### src/rtl/gf_syndrome_counter_if.sv
// gf_syndrome_counter_if: framed codeword input and syndrome result bundle for the BCH syndrome stage
// Parameters: m (field order), pT (correction capability), pDAT_W (input bits per cycle)
// Signals:
//   isop, ieop, ival, idat : framed input word (driven by master)
//   oval                   : one-cycle "syndromes ready" strobe (driven by slave)
//   osyndrome              : S_1..S_2pT, S_1 in the most significant slot
//   olen_err, onz          : frame length mismatch / some syndrome non-zero, valid with oval
interface gf_syndrome_counter_if #(
    parameter int m = 4,
    parameter int pT = 2,
    parameter int pDAT_W = 4
);
    logic isop;
    logic ieop;
    logic ival;
    logic [pDAT_W-1:0] idat;
    logic oval;
    logic [1:2*pT][m-1:0] osyndrome;
    logic olen_err;
    logic onz;
    modport master (output isop, ieop, ival, idat, input oval, osyndrome, olen_err, onz);
    modport slave (input isop, ieop, ival, idat, output oval, osyndrome, olen_err, onz);
endinterface

### src/rtl/gf_syndrome_counter.sv
// gf_syndrome_counter: streaming 2*pT syndrome calculator over GF(2^m) for framed BCH codewords
// Ports:
//   iclk     : clock
//   ireset_n : synchronous active-low reset
//   iclkena  : clock enable, all state frozen when low
//   bus      : gf_syndrome_counter_if.slave (isop/ieop/ival/idat in, oval/osyndrome/olen_err/onz out)
// Optional feature macro GF_SYNDROME_COUNTER_NZ_EN: registered non-zero flag onz; when undefined onz is 0.
module gf_syndrome_counter #(
    parameter int m = 4,
    parameter int irrpol = 19,
    parameter int pN = 15,
    parameter int pT = 2,
    parameter int pDAT_W = 4
) (
    input  logic iclk,
    input  logic ireset_n,
    input  logic iclkena,
    gf_syndrome_counter_if.slave bus
);
    localparam int pWORDS = (pN + pDAT_W - 1) / pDAT_W;
    localparam int pTAIL = pN - (pWORDS - 1) * pDAT_W;
    localparam int cw = $clog2(pWORDS + 2);
    localparam logic [m-1:0] poly = m'(irrpol);

    // multiply by alpha: shift and fold the x^m term back through the primitive polynomial
    function automatic logic [m-1:0] xtime(input logic [m-1:0] t);
        return {t[m-2:0], 1'b0} ^ (t[m-1] ? poly : '0);
    endfunction

    function automatic logic [m-1:0] gf_mul(input logic [m-1:0] a, input logic [m-1:0] b);
        logic [m-1:0] p;
        logic [m-1:0] t;
        p = '0;
        t = a;
        for (int k = 0; k < m; k++) begin
            p = p ^ (b[k] ? t : '0);
            t = xtime(t);
        end
        return p;
    endfunction

    function automatic logic [1:2*pT][m-1:0] alpha_tab();
        logic [1:2*pT][m-1:0] r;
        logic [m-1:0] p;
        r = '0;
        p = {{(m-1){1'b0}}, 1'b1};
        for (int i = 1; i <= 2 * pT; i++) begin
            p = xtime(p);
            r[i] = p;
        end
        return r;
    endfunction

    localparam logic [1:2*pT][m-1:0] alpha = alpha_tab();

    logic inframe;
    logic [cw-1:0] wcnt;
    logic [cw-1:0] cnt;
    logic [1:2*pT][m-1:0] acc;
    logic [1:2*pT][m-1:0] nxt;
    logic acc_en;
    logic fire;

    // words outside a frame (before isop or after ieop) are dropped entirely
    assign acc_en = iclkena & bus.ival & (bus.isop | inframe);
    assign fire = acc_en & bus.ieop;
    assign cnt = bus.isop ? cw'(1) : wcnt + cw'(1);

    // Horner over the word, LSB first; on ieop the bits past the tail are skipped, not multiplied
    always_comb begin
        nxt = '0;
        for (int i = 1; i <= 2 * pT; i++) begin
            nxt[i] = bus.isop ? '0 : acc[i];
            for (int b = 0; b < pDAT_W; b++)
                if (!bus.ieop || b < pTAIL)
                    nxt[i] = gf_mul(nxt[i], alpha[i]) ^ {{(m-1){1'b0}}, bus.idat[b]};
        end
    end

    always_ff @(posedge iclk) begin
        if (!ireset_n) begin
            inframe <= 1'b0;
            wcnt <= '0;
            acc <= '0;
        end else if (acc_en) begin
            inframe <= !bus.ieop;
            wcnt <= (!bus.isop && wcnt == cw'(pWORDS)) ? wcnt : cnt;
            acc <= nxt;
        end
    end

    always_ff @(posedge iclk) begin
        if (!ireset_n) begin
            bus.oval <= 1'b0;
            bus.osyndrome <= '0;
            bus.olen_err <= 1'b0;
        end else if (iclkena) begin
            bus.oval <= fire;
            if (fire) begin
                bus.osyndrome <= nxt;
                bus.olen_err <= cnt != cw'(pWORDS);
            end
        end
    end

`ifdef GF_SYNDROME_COUNTER_NZ_EN
    always_ff @(posedge iclk) begin
        if (!ireset_n)
            bus.onz <= 1'b0;
        else if (fire)
            bus.onz <= |nxt;
    end
`else
    assign bus.onz = 1'b0;
`endif
endmodule

### src/flat_wrapper.sv
// flat-port wrapper written by rule: the top's interface ports become plain ports
module gf_syndrome_counter_flat 
#(
    parameter int m = 4,
    parameter int irrpol = 19,
    parameter int pN = 15,
    parameter int pT = 2,
    parameter int pDAT_W = 4
)
  (iclk, ireset_n, iclkena, bus_isop, bus_ieop, bus_ival, bus_idat, bus_oval, bus_osyndrome, bus_olen_err, bus_onz);
  gf_syndrome_counter_if #(.m(m), .pT(pT), .pDAT_W(pDAT_W)) bus_i ();
  input  logic iclk;
  input  logic ireset_n;
  input  logic iclkena;
  input wire logic [$bits(bus_i.isop)-1:0] bus_isop;
  input wire logic [$bits(bus_i.ieop)-1:0] bus_ieop;
  input wire logic [$bits(bus_i.ival)-1:0] bus_ival;
  input wire logic [$bits(bus_i.idat)-1:0] bus_idat;
  output wire logic [$bits(bus_i.oval)-1:0] bus_oval;
  output wire logic [$bits(bus_i.osyndrome)-1:0] bus_osyndrome;
  output wire logic [$bits(bus_i.olen_err)-1:0] bus_olen_err;
  output wire logic [$bits(bus_i.onz)-1:0] bus_onz;
  assign bus_i.isop = bus_isop;
  assign bus_i.ieop = bus_ieop;
  assign bus_i.ival = bus_ival;
  assign bus_i.idat = bus_idat;
  assign bus_oval = bus_i.oval;
  assign bus_osyndrome = bus_i.osyndrome;
  assign bus_olen_err = bus_i.olen_err;
  assign bus_onz = bus_i.onz;
  gf_syndrome_counter #(.m(m), .irrpol(irrpol), .pN(pN), .pT(pT), .pDAT_W(pDAT_W)) u_core (.iclk(iclk), .ireset_n(ireset_n), .iclkena(iclkena), .bus(bus_i));
endmodule
### config.mk
export PLATFORM = sky130hd
export DESIGN_NAME = gf_syndrome_counter_flat
export DESIGN_NICKNAME = d
export VERILOG_FILES = /design/src/rtl/gf_syndrome_counter_if.sv /design/src/rtl/gf_syndrome_counter.sv /design/src/flat_wrapper.sv
export SDC_FILE = /design/constraint.sdc
export NUM_CORES = 1
export LEC_CHECK = 0
export CORE_ASPECT_RATIO = 0.75
export CORE_MARGIN = 2
export CORE_UTILIZATION = 59
export DETAILED_ROUTE_END_ITERATION = 7
export PLACE_DENSITY = 0.88
export SYNTH_ARGS = -nofsm -noshare
export SYNTH_HDL_FRONTEND = slang
export SYNTH_SLANG_ARGS = --single-unit
### constraint.sdc
create_clock -name iclk -period 4.4 [get_ports iclk]
set_input_delay 0.88 -clock iclk [delete_from_list [all_inputs] [get_ports iclk]]
set_output_delay 0.88 -clock iclk [all_outputs]
set_load 0.05 [all_outputs]
* Word level (Yosys, flattened, before mapping)
Index checks and enable logic that the tools add are counted.
** Word-level totals
- Flip-flop bits (word level) :: 38
- Bits of input ports :: 10
- Output and inout port bits :: 19
- Logic and storage cells :: 110
** Operators by class
- Add/subtract/negate cells :: 1
- Equality and inequality tests :: 2
- Muxes and demuxes :: 37
- Bitwise logic cells :: 53
- Reductions and logical operators :: 5
** Operator list (count)
- $xor A4 B4 Y4 :: 32
- $xor A4 B1 Y4 :: 16
- $mux W2 :: 28
- $mux W4 :: 8
- $reduce_and A2 Y1 :: 2
- $add A3 B1 Y3 const B :: 1
- $and A1 B1 Y1 :: 3
- $eq A3 B3 Y1 const B :: 1
- $mux W3 :: 1
- $ne A3 B3 Y1 const B :: 1
- $logic_not A1 Y1 :: 2
- $logic_and A1 B1 Y1 :: 1
- $not A1 Y1 :: 1
- $or A1 B1 Y1 :: 1

* Logic depth before layout (Yosys ltp)
Gate-level depths: netlist (run 1).
- Depth in word-level cells :: 30
- Gate-level depth with buffers :: 7
- Gate-level depth less buffers :: 6

* Worst setup path before layout (run 1)
OpenSTA, ideal clock, no wires.
- Path kind :: input to register
- Start point :: input port bus_idat[0]
- End point :: register u_core.acc[0] (netlist bit)
- Library setup time :: 0.124 ns
- Arrival time :: 2.021 ns
- Data required time :: 4.276 ns
- Setup slack :: 2.255 ns
- Cell stages on the path :: 5
- Buffers on the path :: 1
- Path through :: buf_2 > xnor2_2 > xnor3_1 > nor4_1 > nor3_1
** On the way
- Word-level cells in the longest chain between the ends :: 8
** Ends and longest elaborated chain
- start: declaration :: RTL line flat_wrapper.sv:18 : input wire logic [$bits(bus_i.idat)-1:0] bus_idat;
- $xor A4 B1 Y4 * :: RTL line gf_syndrome_counter.sv:76 : nxt[i] = gf_mul(nxt[i], alpha[i]) ^ {{(m-1){1'b0}}, bus.idat[b]};
- $xor A4 B4 Y4 * :: RTL line gf_syndrome_counter.sv:36 : p = p ^ (b[k] ? t : '0);
- $xor A4 B1 Y4 * :: RTL line gf_syndrome_counter.sv:76
- $xor A4 B4 Y4 * :: RTL line gf_syndrome_counter.sv:36
- $xor A4 B1 Y4 * :: RTL line gf_syndrome_counter.sv:76
- $xor A4 B4 Y4 :: RTL line gf_syndrome_counter.sv:36
- $xor A4 B1 Y4 :: RTL line gf_syndrome_counter.sv:76
- $mux W4 * :: RTL line gf_syndrome_counter.sv:75 : if (!bus.ieop || b < pTAIL)
- end signal: assignment :: RTL line gf_syndrome_counter.sv:88 : acc <= nxt;
- end: declaration :: RTL line gf_syndrome_counter.sv:59 : logic [1:2*pT][m-1:0] acc;
Every way passes the cells marked *; elsewhere a longest branch is shown, timed or not.
A chain may end at the register's enable or synchronous reset.

* Final worst setup path (run 1)
- Start point :: input port bus_isop
- End point :: register u_core.acc[1] (netlist bit)
** On the way
- Word-level cells in the longest chain between the ends :: 16
- Elaborated cells between the ends (all ways) :: 20
- Those cells by class :: mux (6); bitwise (14)
** Ends and longest elaborated chain
- start: declaration :: RTL line flat_wrapper.sv:15 : input wire logic [$bits(bus_i.isop)-1:0] bus_isop;
- $mux W4 :: RTL line gf_syndrome_counter.sv:73 : nxt[i] = bus.isop ? '0 : acc[i];
- $mux W2 :: RTL line gf_syndrome_counter.sv:27 : return {t[m-2:0], 1'b0} ^ (t[m-1] ? poly : '0);
- $xor A4 B4 Y4 :: RTL line gf_syndrome_counter.sv:27
- $xor A4 B4 Y4 :: RTL line gf_syndrome_counter.sv:36
- $xor A4 B1 Y4 :: RTL line gf_syndrome_counter.sv:76
- $xor A4 B4 Y4 :: RTL line gf_syndrome_counter.sv:27
- $xor A4 B4 Y4 :: RTL line gf_syndrome_counter.sv:36
- $xor A4 B1 Y4 :: RTL line gf_syndrome_counter.sv:76
- $xor A4 B4 Y4 :: RTL line gf_syndrome_counter.sv:27
- $xor A4 B4 Y4 :: RTL line gf_syndrome_counter.sv:36
- $xor A4 B1 Y4 :: RTL line gf_syndrome_counter.sv:76
- $mux W2 :: RTL line gf_syndrome_counter.sv:27
- $xor A4 B4 Y4 :: RTL line gf_syndrome_counter.sv:27
- $xor A4 B4 Y4 :: RTL line gf_syndrome_counter.sv:36
- $xor A4 B1 Y4 :: RTL line gf_syndrome_counter.sv:76
- $mux W4 :: RTL line gf_syndrome_counter.sv:75
Several ways; a longest one is shown, not always the timed one.

==> results of run 1 <==
## report_power, final
group          total (µW)  internal, µW  switching [µW]
registers             370           358            11.8
clock network         246           126             120
logic                 183          83.4             100
total                 800           568             232
## cells in the mapped netlist, types with 3 or more instances
cell,count,area share (%)
nand3_1,3,0.70
buf_2,5,1.2
xnor2_1,24,9.8
nor3_1,3,0.70
a21oi_1,21,4.9
a31oi_1,4,1.2
o211ai_1,3,1.1
a211oi_1,6,2.1
nand2_1,31,5.4
or3_1,3,0.88
inv_1,5,0.88
xnor3_1,7,7.4
o21ai_0,14,3.3
nand2b_1,3,0.88
dfxtp_1,38,36
o211a_1,4,1.9
nor2_1,27,4.7
nor2b_1,5,1.5
clkbuf_1,11,1.9
## stage by stage
step                      cells  total power, µW  utilization (%)  hold slack (ns)  area (µm²)
after floorplan             251              517                -            0.449        2140
after CTS                   312              804             74.0            0.456        2500
after global placement      304              555             71.3            0.442        2410
after detailed placement    304              559             71.3            0.446        2410
after global routing        312              835             74.0            0.470        2500
final                       312              800             74.0            0.453        2500
## layout by cell type, fill, tap and decap left out, drive strengths merged, types with 2 or more instances in the layout
cell type | synthesis | final
nor2 | 28 | 28
a21oi | 21 | 21
mux2i | 2 | 2
ha | 2 | 2
buf | 7 | 4
o211ai | 3 | 3
nor4 | 2 | 2
a31oi | 4 | 4
xnor2 | 25 | 25
mux2 | 2 | 2
nor2b | 5 | 5
nor3 | 3 | 3
o211a | 4 | 4
or3 | 3 | 3
dfxtp | 38 | 38
and2 | 2 | 2
nand2b | 3 | 3
clkdlybuf4s50 | 0 | 27
xnor3 | 7 | 7
o21ai | 14 | 14
o21a | 2 | 2
a211oi | 6 | 6
inv | 5 | 5
clkbuf | 11 | 7
nand3 | 3 | 3
xor2 | 2 | 2
nand2 | 31 | 31
o31ai | 3 | 3
## routing by layer
metal / part of all wire [%] / vias to the layer above / track usage, %
met5: 0 / - / 0
met4: 1.8 / 0 / 9.35
met3: 6.2 / 9 / 5.43
met2: 47 / 60 / 41.7
met1: 45 / 862 / 34.1
li1: - / 903 / -
## how the worst max path moves through the flow
stage                start                                    to  depth (start not counted)
2_1_floorplan  bus_idat[0]            u_core.acc[0]$_SDFFE_PN0P_                          5
3_3_place_gp      bus_ieop            u_core.acc[1]$_SDFFE_PN0P_                          5
3_5_place_dp      bus_ieop  u_core.bus.osyndrome[1]$_SDFFE_PN0P_                          5
4_1_cts           bus_isop            u_core.acc[1]$_SDFFE_PN0P_                          6
5_1_grt           bus_isop            u_core.acc[1]$_SDFFE_PN0P_                          6
6_report          bus_isop            u_core.acc[1]$_SDFFE_PN0P_                          6
## flip-flops by register name (all words and copies together) (netlist names)
name                  cells
u_core.acc               16
u_core.bus.olen_err       1
u_core.bus.osyndrome     16
u_core.bus.oval           1
u_core.inframe            1
u_core.wcnt               3
## worst reg2reg max path, cell delays in order (launching register included)
cell and delay (ns):
dfxtp_1 0.36, xnor2_1 0.29, mux2_4 0.37, xnor3_1 0.35, a221oi_1 0.27, nor2_1 0.06
## final cells by class
cell class	count	area (µm²)
Inverter	5	18.8
Multi-Input combinational cell	190	1280
Sequential cell	38	761
Clock inverter	1	5.00
Fill cell	245	878
Clock buffer	7	86.3
Timing Repair Buffer	31	300
Tap cell	40	50.0
## cells by family (layout without fill, tap and decap cells)
kind of cell | count (synthesis) | in the layout | synth area share [%]
other cells | 1 | 1 | 0.175
compound gates | 64 | 64 | 19.1
mux | 4 | 4 | 2.16
buf+inv | 23 | 44 | 4.68
simple gates | 85 | 85 | 18.4
flops | 38 | 38 | 35.6
xor+xnor | 34 | 34 | 18.8
fa+ha+maj | 2 | 2 | 1.17
==> impl_metrics.env, run 1 <==
export IMPL_outcome="finished, final reports clean"
export IMPL_cts_hold_buf=0
export IMPL_fin_crit_ns=2.70
export IMPL_setup_viol=0
export IMPL_insertion_delay_ns=0.29
export IMPL_numCtsBuffers=5
export IMPL_critPathBufInv=2
export IMPL_route_detailed_drc=0
export IMPL_worst_slack_ns=1.70
export IMPL_firstDrtPassIters=4
export IMPL_clk_pin_slew_ns=0.07
export IMPL_cp_common_cell="nor2_1"
export IMPL_required_ns=4.56
export IMPL_initial_core_util_pct=63.3
export IMPL_grt_pass1_vias=1769
export IMPL_p_leak_uw=0.000932
export IMPL_ys_types=46
export IMPL_whs_path_depth=2
export IMPL_synth_flop_cell="dfxtp_1"
export IMPL_p_per_area_nw_per_um2=320
export IMPL_num_io_pins=29
export IMPL_r2r_setup_slack_ns=2.58
export IMPL_pre_cts_ws_ns=1.43
export IMPL_drv_cap=0
export IMPL_clock_sinks=38
export IMPL_async_flop_share_pct=0
export IMPL_antenna_found_initial=0
export IMPL_crit_family="compound AO/OA/AOI/OAI gates"
export IMPL_area_growth_pct=16.8
export IMPL_yosys_register_bits=38
export IMPL_post_cts_setup_buffers=0
export IMPL_cts_tree="yes"
export IMPL_max_slew_margin_pct=47.2
export IMPL_tightest_slew_ns=0.791
export IMPL_cts_resized=0
export IMPL_routed_wl_mm=4.86
export IMPL_arrival_ns=2.86
export IMPL_gr_total_overflow=0
export IMPL_dieArea_um2=4130
export IMPL_via_per_inst=5.88
export IMPL_fp_dieW_um=73.5
export IMPL_synthCells=251
export IMPL_core_um2=3380
export IMPL_synth_edf_count=0
export IMPL_dp_hpwl_mm=3.45
export IMPL_cp_start_kind="input pin"
export IMPL_hold_viol_final=0
export IMPL_syn_area_um2=2140
export IMPL_port_buffers=27
export IMPL_fin_crit_sh_pct=61.4
export IMPL_avgSynthCellArea_um2=8.52
export IMPL_wl_per_cell_um=15.6
export IMPL_nNetsFinal=283
export IMPL_ys_warn_count=0
export IMPL_rsz0062_at_grt="false"
export IMPL_clk_path_buf_depth=2
export IMPL_peakVddDrop_mv=0.202
export IMPL_num_vias=1834
export IMPL_grt_pass1_wl_mm=8.27
export IMPL_gp_congestion=0.848
export IMPL_drt_iter0_drc=142
export IMPL_min_to="u_core.bus.osyndrome[7]$_SDFFE_PN0P_"
export IMPL_reg2regPathDepth=5
export IMPL_cpPeakStageDelay_ns=0.65
export IMPL_grt_usage_pct=26.0
export IMPL_maxSlewViolCount=0
export IMPL_antenna_left=0
export IMPL_grt_max_degree=24
export IMPL_crit_type="in -> reg"
export IMPL_endpoint_kind="flip-flop"
export IMPL_r2r_start="u_core.acc[1]$_SDFFE_PN0P_"
export IMPL_dieHeight_um=56.2
export IMPL_clock_skew_ns=0.00202
export IMPL_slowest_stage="o211ai_1"
export IMPL_cp_max_fo=11
export IMPL_synth_fp_nets=263
export IMPL_min_from="u_core.bus.osyndrome[7]$_SDFFE_PN0P_"
export IMPL_insertedDiodeCount=0
export IMPL_fmax_mhz=370
export IMPL_yosysSeqAreaShare_pct=35.6
export IMPL_row_count=18
export IMPL_htreeDepth=2
export IMPL_path_cells="clkdlybuf4s50_1 -> o211ai_1 -> buf_4 -> nor2_1 -> a221oi_1 -> nor2_1"
export IMPL_drive_gt1_share_pct=7.35
export IMPL_hold_path_class="reg -> reg"
export IMPL_root_buffer="clkbuf_8"
export IMPL_setup_tns_ns=0
export IMPL_r2r_end="u_core.acc[1]$_SDFFE_PN0P_"
(Power assumes the default switching activity.)
==> run 2, diff against run 1 <==
--- a/config.mk
+++ b/config.mk
@@ -7,9 +7,9 @@
 export LEC_CHECK = 0
 export CORE_ASPECT_RATIO = 0.75
 export CORE_MARGIN = 2
-export CORE_UTILIZATION = 59
+export CORE_UTILIZATION = 49
 export DETAILED_ROUTE_END_ITERATION = 7
-export PLACE_DENSITY = 0.88
+export PLACE_DENSITY = 0.78
 export SYNTH_ARGS = -nofsm -noshare
 export SYNTH_HDL_FRONTEND = slang
 export SYNTH_SLANG_ARGS = --single-unit
==> constraint.sdc (replaced) <==
create_clock -name iclk -period 2.2 [get_ports iclk]
set_input_delay 0.44 -clock iclk [delete_from_list [all_inputs] [get_ports iclk]]
set_output_delay 0.44 -clock iclk [all_outputs]
set_load 0.05 [all_outputs]
==> run 2 against run 1 <==
  * Clock power rose by 100%
  * Worst hold slack better by 0.0036 ns
  * Worst setup slack worse by 1.4 ns
  * Design area rose by 7.9%
  * Core utilization is 8.7 points lower
  * Count of clock-buffer cells in the layout is the same
  * Critical path depth grew 1
  * Final cell count increased by 12%
  * Largest power group unchanged
==> impl_metrics.env, run 2 (synthesized netlist as in run 1, its figures left out) <==
export IMPL_fin_crit_sh_pct=86.7
export IMPL_dp_cells=341
export IMPL_arrival_ns=2.08
export IMPL_wl_per_cell_um=14.5
export IMPL_gp_congestion=0.826
export IMPL_cp_max_fo=30
export IMPL_dieHeight_um=61.2
export IMPL_crit_family="buffers and inverters"
export IMPL_post_cts_setup_buffers=0
export IMPL_outcome="finished, final reports clean"
export IMPL_clk_path_buf_depth=2
export IMPL_mostFrequentLayoutCells="38 x dfxtp_1, 31 x nand2_1, 27 x nor2_1, 27 x clkdlybuf4s50_1, 25 x buf_4"
export IMPL_gr_total_overflow=0
export IMPL_fp_dieW_um=80.3
export IMPL_htreeDepth=2
export IMPL_path_cells="clkdlybuf4s50_1 -> buf_12 -> nor2b_1 -> mux2_2 -> xnor3_1 -> nor4_1 -> nor3_1"
export IMPL_p_clk_share_pct=30.2
export IMPL_reg2regPathDepth=5
export IMPL_p_leak_uw=0.00104
export IMPL_grt_usage_pct=22.0
export IMPL_p_per_area_nw_per_um2=609
export IMPL_cp_start_kind="input pin"
export IMPL_insertedDiodeCount=0
export IMPL_finalPower_uw=1640
export IMPL_r2r_end="u_core.acc[1]$_SDFFE_PN0P_"
export IMPL_required_ns=2.38
export IMPL_switching_share_pct=28.9
export IMPL_grt_max_degree=31
export IMPL_startpoint="bus_isop"
export IMPL_internal_power_uw=1170
export IMPL_antenna_left=0
export IMPL_initial_core_util_pct=51.8
export IMPL_p_switching_uw=474
export IMPL_r2r_setup_slack_ns=0.39
export IMPL_setup_viol=0
export IMPL_firstDrtPassIters=5
export IMPL_routed_wl_mm=5.06
export IMPL_num_vias=1874
export IMPL_endpoint_kind="flip-flop"
export IMPL_dp_hpwl_mm=3.57
export IMPL_antenna_found_initial=0
export IMPL_num_io_pins=29
export IMPL_fmax_mhz=524
export IMPL_grt_pass1_vias=1719
export IMPL_area_growth_pct=26.0
export IMPL_root_buffer="clkbuf_8"
export IMPL_layoutNonFillerInstCount=349
export IMPL_clock_sinks=38
export IMPL_cts_hold_buf=0
export IMPL_reg_top3="u_core.acc (16), u_core.bus.osyndrome (16), u_core.wcnt (3)"
export IMPL_combPwrFrac_pct=24.7
export IMPL_pwr_share_seq_pct=45.1
export IMPL_slowest_stage="clkdlybuf4s50_1"
export IMPL_maxSlewViolCount=0
export IMPL_hold_viol_final=0
export IMPL_r2r_start="u_core.acc[1]$_SDFFE_PN0P_"
export IMPL_cpPeakStageDelay_ns=0.54
export IMPL_fin_crit_ns=1.91
export IMPL_critPathBufInv=2
export IMPL_via_per_inst=5.37
export IMPL_crit_type="in -> reg"
export IMPL_rsz0062_at_grt="false"
export IMPL_grt_pass1_wl_mm=8.15
export IMPL_fin_util_pct=65.3
export IMPL_drt_iter0_drc=151
export IMPL_cp_num_cells=7
export IMPL_cts_resized=0
export IMPL_route_detailed_drc=0
export IMPL_final_common_cell="dfxtp_1"
export IMPL_cp_endpoint="u_core.acc[0]$_SDFFE_PN0P_"
export IMPL_tightest_slew_ns=0.829
export IMPL_hold_path_class="reg -> reg"
export IMPL_clk_pin_slew_ns=0.07
export IMPL_drive_gt1_share_pct=14.3
export IMPL_port_buffers=27
export IMPL_insertion_delay_ns=0.29
export IMPL_row_count=20
export IMPL_numCtsBuffers=5
export IMPL_clock_skew_ns=0.00270
export IMPL_cts_tree="yes"
export IMPL_peakVddDrop_mv=0.407
export IMPL_max_slew_margin_pct=44.7
export IMPL_core_um2=4130
export IMPL_drv_cap=0
export IMPL_dieArea_um2=4920
export IMPL_nNetsFinal=305
[run 2: cell types whose count changed in the layout (fill, tap and decap cells not counted), sizes merged]
| cell | delta |
|---|---|
| buf | +22 |
[run 2: worst min-delay path: cells and delay by family (launching register included)]
kind               cells  cell delay [ns]
and+or+nand+nor        1             0.05
AOI/OAI and AO/OA      1             0.05
DFF                    1             0.31
[run 2: worst min-delay path by stage]
| stage | slack [ns] | from | to | cells after the start |
|---|---|---|---|---|
| after CTS | 0.46 | u_core.bus.osyndrome[4]$_SDFFE_PN0P_ | u_core.bus.osyndrome[4]$_SDFFE_PN0P_ | 2 |
| after global routing | 0.47 | u_core.bus.osyndrome[4]$_SDFFE_PN0P_ | u_core.bus.osyndrome[4]$_SDFFE_PN0P_ | 2 |
| final | 0.46 | u_core.bus.osyndrome[8]$_SDFFE_PN0P_ | u_core.bus.osyndrome[8]$_SDFFE_PN0P_ | 2 |
| after global placement | 0.44 | u_core.bus.osyndrome[5]$_SDFFE_PN0P_ | u_core.bus.osyndrome[5]$_SDFFE_PN0P_ | 2 |
| after floorplan | 0.45 | u_core.wcnt[1]$_SDFFE_PN0P_ | u_core.wcnt[1]$_SDFFE_PN0P_ | 2 |
| after detailed placement | 0.45 | u_core.bus.osyndrome[4]$_SDFFE_PN0P_ | u_core.bus.osyndrome[4]$_SDFFE_PN0P_ | 2 |
[run 2: power by group through the flow]
stage	Sequential, µW	Clock [µW]	Combinational, µW
after floorplan	784	0	250
after global placement	755	0	397
after detailed placement	756	0	398
after CTS	740	508	403
after global routing	744	547	435
final	741	496	405
[run 2: final cells by class]
class,instances,area (µm²)
Clock inverter,1,5.00
Sequential cell,38,761
Tap cell,55,68.8
Timing Repair Buffer,53,478
Fill cell,364,1430
Multi-Input combinational cell,190,1280
Inverter,5,18.8
Clock buffer,7,86.3
[run 2: per-stage QoR]
step	hold slack (ns)	TNS (ns)	worst slack [ns]	cell area, µm²
2_1_floorplan	0.449	0	0.495	2140
3_3_place_gp	0.443	0	0.0305	2610
3_5_place_dp	0.448	-0.0108	-0.0108	2610
4_1_cts	0.460	0	0.295	2700
5_1_grt	0.474	0	0.194	2700
6_report	0.457	0	0.293	2700
[run 2: layer usage]
layer	global-route usage, %	wire length (µm)	part of all wire [%]	vias to the layer above
met5	0	0	0	-
met4	5.57	38	0.75	0
met3	5.28	214	4.2	6
met2	35.8	2300	45	59
met1	30.0	2500	50	863
li1	-	-	-	946
==> run 3, diff against run 2 <==
--- a/config.mk
+++ b/config.mk
@@ -9,6 +9,7 @@
 export CORE_MARGIN = 2
 export CORE_UTILIZATION = 49
 export DETAILED_ROUTE_END_ITERATION = 7
+export MAX_ROUTING_LAYER = met4
 export PLACE_DENSITY = 0.78
 export SYNTH_ARGS = -nofsm -noshare
 export SYNTH_HDL_FRONTEND = slang
==> run 3 against run 2 <==
  * Critical path depth did not move
  * Worst setup slack improved by 0.0021 ns
  * Global-route usage is 0.66 points higher
  * Die area stayed put
  * Register-to-register slack is essentially flat
  * First-iteration DRC count shrank 9.3%
  * Worst hold slack about the same
  * Critical path type unchanged
==> impl_metrics.env, run 3 (synthesized netlist as in run 1, its figures left out) <==
export IMPL_clk_pin_slew_ns=0.07
export IMPL_combPwrFrac_pct=24.6
export IMPL_hold_path_class="reg -> reg"
export IMPL_cts_tree="yes"
export IMPL_rsz0062_at_grt="false"
export IMPL_core_um2=4130
export IMPL_reg_top3="u_core.acc (16), u_core.bus.osyndrome (16), u_core.wcnt (3)"
export IMPL_antenna_left=0
export IMPL_numCtsBuffers=5
export IMPL_grt_pass1_vias=1718
export IMPL_antenna_found_initial=0
export IMPL_finalPower_uw=1640
export IMPL_p_leak_uw=0.00104
export IMPL_fmax_mhz=525
export IMPL_peakVddDrop_mv=0.409
export IMPL_area_growth_pct=26.0
export IMPL_route_detailed_drc=0
export IMPL_fp_dieW_um=80.3
export IMPL_p_clk_share_pct=30.4
export IMPL_tightest_slew_ns=0.818
export IMPL_cts_hold_buf=0
export IMPL_firstDrtPassIters=4
export IMPL_fin_crit_ns=1.90
export IMPL_gr_total_overflow=0
export IMPL_endpoint_kind="flip-flop"
export IMPL_slowest_stage="clkdlybuf4s50_1"
export IMPL_gp_congestion=0.838
export IMPL_wl_per_cell_um=14.5
export IMPL_num_vias=1862
export IMPL_switching_share_pct=29.0
export IMPL_maxSlewViolCount=0
export IMPL_internal_power_uw=1170
export IMPL_p_per_area_nw_per_um2=610
export IMPL_insertion_delay_ns=0.29
export IMPL_drive_gt1_share_pct=14.3
export IMPL_drt_iter0_drc=137
export IMPL_pwr_share_seq_pct=45.0
export IMPL_port_buffers=27
export IMPL_crit_type="in -> reg"
export IMPL_setup_viol=0
export IMPL_grt_pass1_wl_mm=8.17
export IMPL_dieArea_um2=4920
export IMPL_p_switching_uw=477
export IMPL_final_area_um2=2700
export IMPL_dieHeight_um=61.2
export IMPL_path_cells="clkdlybuf4s50_1 -> buf_12 -> nor2b_1 -> mux2_2 -> xnor3_1 -> nor4_1 -> nor3_1"
export IMPL_clock_sinks=38
export IMPL_mostFrequentLayoutCells="38 x dfxtp_1, 31 x nand2_1, 27 x nor2_1, 27 x clkdlybuf4s50_1, 25 x buf_4"
export IMPL_clock_skew_ns=0.00355
export IMPL_required_ns=2.38
export IMPL_post_cts_setup_buffers=0
export IMPL_final_common_cell="dfxtp_1"
export IMPL_hold_viol_final=0
export IMPL_via_per_inst=5.34
export IMPL_max_slew_margin_pct=45.4
export IMPL_grt_max_degree=31
export IMPL_nNetsFinal=305
export IMPL_outcome="finished, final reports clean"
export IMPL_cpPeakStageDelay_ns=0.54
export IMPL_num_io_pins=29
export IMPL_htreeDepth=2
export IMPL_arrival_ns=2.08
export IMPL_dpl_instance_area_um2=2610
export IMPL_setup_tns_ns=0
export IMPL_fin_crit_sh_pct=86.6
export IMPL_row_count=20
export IMPL_insertedDiodeCount=0
export IMPL_grt_usage_pct=22.7
export IMPL_clk_path_buf_depth=2
export IMPL_routed_wl_mm=5.05
export IMPL_dp_hpwl_mm=3.57
export IMPL_root_buffer="clkbuf_8"
export IMPL_r2r_setup_slack_ns=0.38
export IMPL_drv_cap=0
export IMPL_initial_core_util_pct=51.8
export IMPL_cts_resized=0
export IMPL_whs_ns=0.457
export IMPL_pre_cts_ws_ns=-0.0108
export IMPL_cp_start_kind="input pin"
export IMPL_cp_max_fo=30
export IMPL_worst_slack_ns=0.295
run 3: cell counts in the layout (fill, tap and decap cells not counted):
No cell type changed its count.
run 3: worst paths after layout:
path / from / end / cells after the start
min: u_core.bus.osyndrome[8]$_SDFFE_PN0P_ / u_core.bus.osyndrome[8]$_SDFFE_PN0P_ / 2
min reg2reg: u_core.bus.osyndrome[8]$_SDFFE_PN0P_ / u_core.bus.osyndrome[8]$_SDFFE_PN0P_ / 2
max: bus_isop / u_core.acc[0]$_SDFFE_PN0P_ / 7
max reg2reg: u_core.acc[1]$_SDFFE_PN0P_ / u_core.acc[1]$_SDFFE_PN0P_ / 5
run 3: routing by layer:
layer	vias up	global-route usage, %	share of wire [%]
li1	944	-	-
met1	864	30.1	50
met2	48	35.8	44
met3	6	4.40	4.9
met4	0	6.30	0.87
met5	-	-	0
run 3: area by class of cell:
type                            count  area [µm²]
Clock buffer                        7        86.3
Tap cell                           55        68.8
Clock inverter                      1        5.00
Timing Repair Buffer               53         478
Fill cell                         364        1430
Sequential cell                    38         761
Inverter                            5        18.8
Multi-Input combinational cell    190        1280
run 3: power groups by stage:
stage	logic (µW)	registers (µW)	clock network [µW]
finish	404	741	499
global route	435	744	546
CTS	403	740	508
detailed placement	398	756	0
global placement	397	755	0
floorplan	250	784	0
run 3: through the flow:
stage | utilization (%) | instances
after floorplan | - | 251
final | 65.3 | 349
after global routing | 65.3 | 349
after global placement | 63.1 | 341
after detailed placement | 63.1 | 341
after CTS | 65.3 | 349
run 3: worst max-delay path, delay by kind of cell:
| family | cells | cell delay (ns) |
|---|---|---|
| AND/OR/NAND/NOR | 3 | 0.39 |
| buffers and inverters | 2 | 0.73 |
| XOR/XNOR | 1 | 0.23 |
| multiplexers | 1 | 0.29 |
==> patch (settings of run 2) <==
`pN` is set to 15 in 2 places; all go to 14.
--- a/src/rtl/gf_syndrome_counter.sv
+++ b/src/rtl/gf_syndrome_counter.sv
@@ -9,5 +9,5 @@
     parameter int m = 4,
     parameter int irrpol = 19,
-    parameter int pN = 15,
+    parameter int pN = 14,
     parameter int pT = 2,
     parameter int pDAT_W = 4
--- a/src/flat_wrapper.sv
+++ b/src/flat_wrapper.sv
@@ -4,5 +4,5 @@
     parameter int m = 4,
     parameter int irrpol = 19,
-    parameter int pN = 15,
+    parameter int pN = 14,
     parameter int pT = 2,
     parameter int pDAT_W = 4
Check against the original RTL: not equivalent (Yosys sat finds a counterexample within 4 cycles, from zero or initial values and one cycle with ireset_n low).
==> patch against run 2 <==
Routed wire length increased by 30%; count of clock-buffer cells in the layout decreased by 1; sequential share of layout area decreased by 3.3 points; synthesized cell count increased by 26%; sequential power increased by 2%; final area increased by 13%; area after synthesis increased by 15%; sequential cell count unchanged; power increased by 5.8%; combinational power increased by 15%; worst setup slack got worse by 0.097 ns.
==> patch: results (changes against run 2) <==
[yosys]
ys_seq_area_frac = 0.3099  ; -0.04567
avgSynthCellArea_um2 = 7.744  ; -9.2%
synth_top_area_frac = 0.3099  ; -0.04567
syn_nets = 329  ; +25%
netlist_top_cells_area = dfxtp_1, xnor2_1, nor2_1
synthTopCellsByCount = dfxtp_1, nor2_1, nand2_1
yosysUniqueCellTypes = 48  ; +4.3%

[finish]
drive_gt1_frac = 0.1333  ; -0.009524
fin_cells = 420  ; +20%
fin_nets = 371  ; +22%

[drt]
routed_via_density = 5.879  ; +9.5%
wl_met3_um = 510  ; +140%
firstDrtPassIters = 7  ; +2
wl_per_cell_um = 15.70  ; +8.4%
met1_length_um = 3042  ; +22%
drt_iter0_markers = 314  ; +110%
routed-wl-met2_um = 2960  ; +29%

[global_route]
grt_use_met1 = 0.3401  ; +0.04015
grt_first_pass_wirelength_um = 10840  ; +33%
grtUsageMet2 = 0.3867  ; +0.02839
grt_pass1_vias = 2243  ; +30%
grt_max_degree = 29  ; -6.5%
grt_use_total = 0.2449  ; +0.02496

[setup_path]
worstPathArrival_ns = 2.18  ; +0.10 ns
r2r_slack_ns = 0.36  ; -0.03 ns
endpoint = u_core.acc[3]
cp_max_fo = 9  ; -70%
r2r_end = u_core.acc[11]
cp-startpoint = iclkena
r2r-start = u_core.acc[10]
crit_family = compound AO/OA/AOI/OAI gates

[hold_path]
holdPathEnd = u_core.bus.osyndrome[0]
hp-class = register to register
hp-start = u_core.bus.osyndrome[0]

[timing]
hold_slack_ns = 0.4610  ; +0.003966 ns
fin_skew_ns = 0.009081  ; +0.006380 ns
worst_pin_slew_ns = 0.5109  ; -0.3182 ns

[clock_network]
clockBufferDepth = 2  ; unchanged
cts-htree-levels = 2  ; unchanged

[power]
leakagePower_nw = 1.126  ; +8.0%
pwr-share-clk = 0.297  ; -0.005
internal-power_mw = 1.185  ; +1.5%
irDropWorstVdd_v = 0.0003838  ; -5.8%
cellPowerDensity_mw_per_mm2 = 568.7  ; -6.6%

[place]
dpl_cell_area_mm2 = 0.002959  ; +14%
dp_hpwl_um = 4678  ; +31%
post-place-ws_ns = -0.05102  ; -0.04019 ns
place_congestion = 0.8689  ; +5.2%
dp_cells = 412  ; +21%

[run_status]
status = finished clean

patch: cell types whose count changed after synthesis, moves of 7 or more:
cell and change:
clkbuf_1 +7, nor2_1 +11, o21ai_1 +7, nor3_1 +9
patch: final cells by class:
cell class / instances / area [um^2]
Clock inverter: 2 / 12.51
Clock buffer: 6 / 82.58
Timing Repair Buffer: 62 / 545.5
Tap cell: 60 / 75.07
Multi-Input combinational cell: 245 / 1551
Inverter: 7 / 26.28
Fill cell: 423 / 1818
Sequential cell: 38 / 760.7
patch: cells by family (layout without fill, tap and decap cells):
group / count (synthesis) / in the layout / synth area share
XOR/XNOR: 39 / 39 / 0.1616
flip-flops: 38 / 38 / 0.3099
AO/OA/AOI/OAI: 75 / 75 / 0.1978
other: 1 / 1 / 0.001528
AND/OR/NAND/NOR: 119 / 119 / 0.2232
buffers and inverters: 34 / 77 / 0.05810
multiplexers: 9 / 9 / 0.03772
adder cells (fa/ha/maj): 2 / 2 / 0.01019
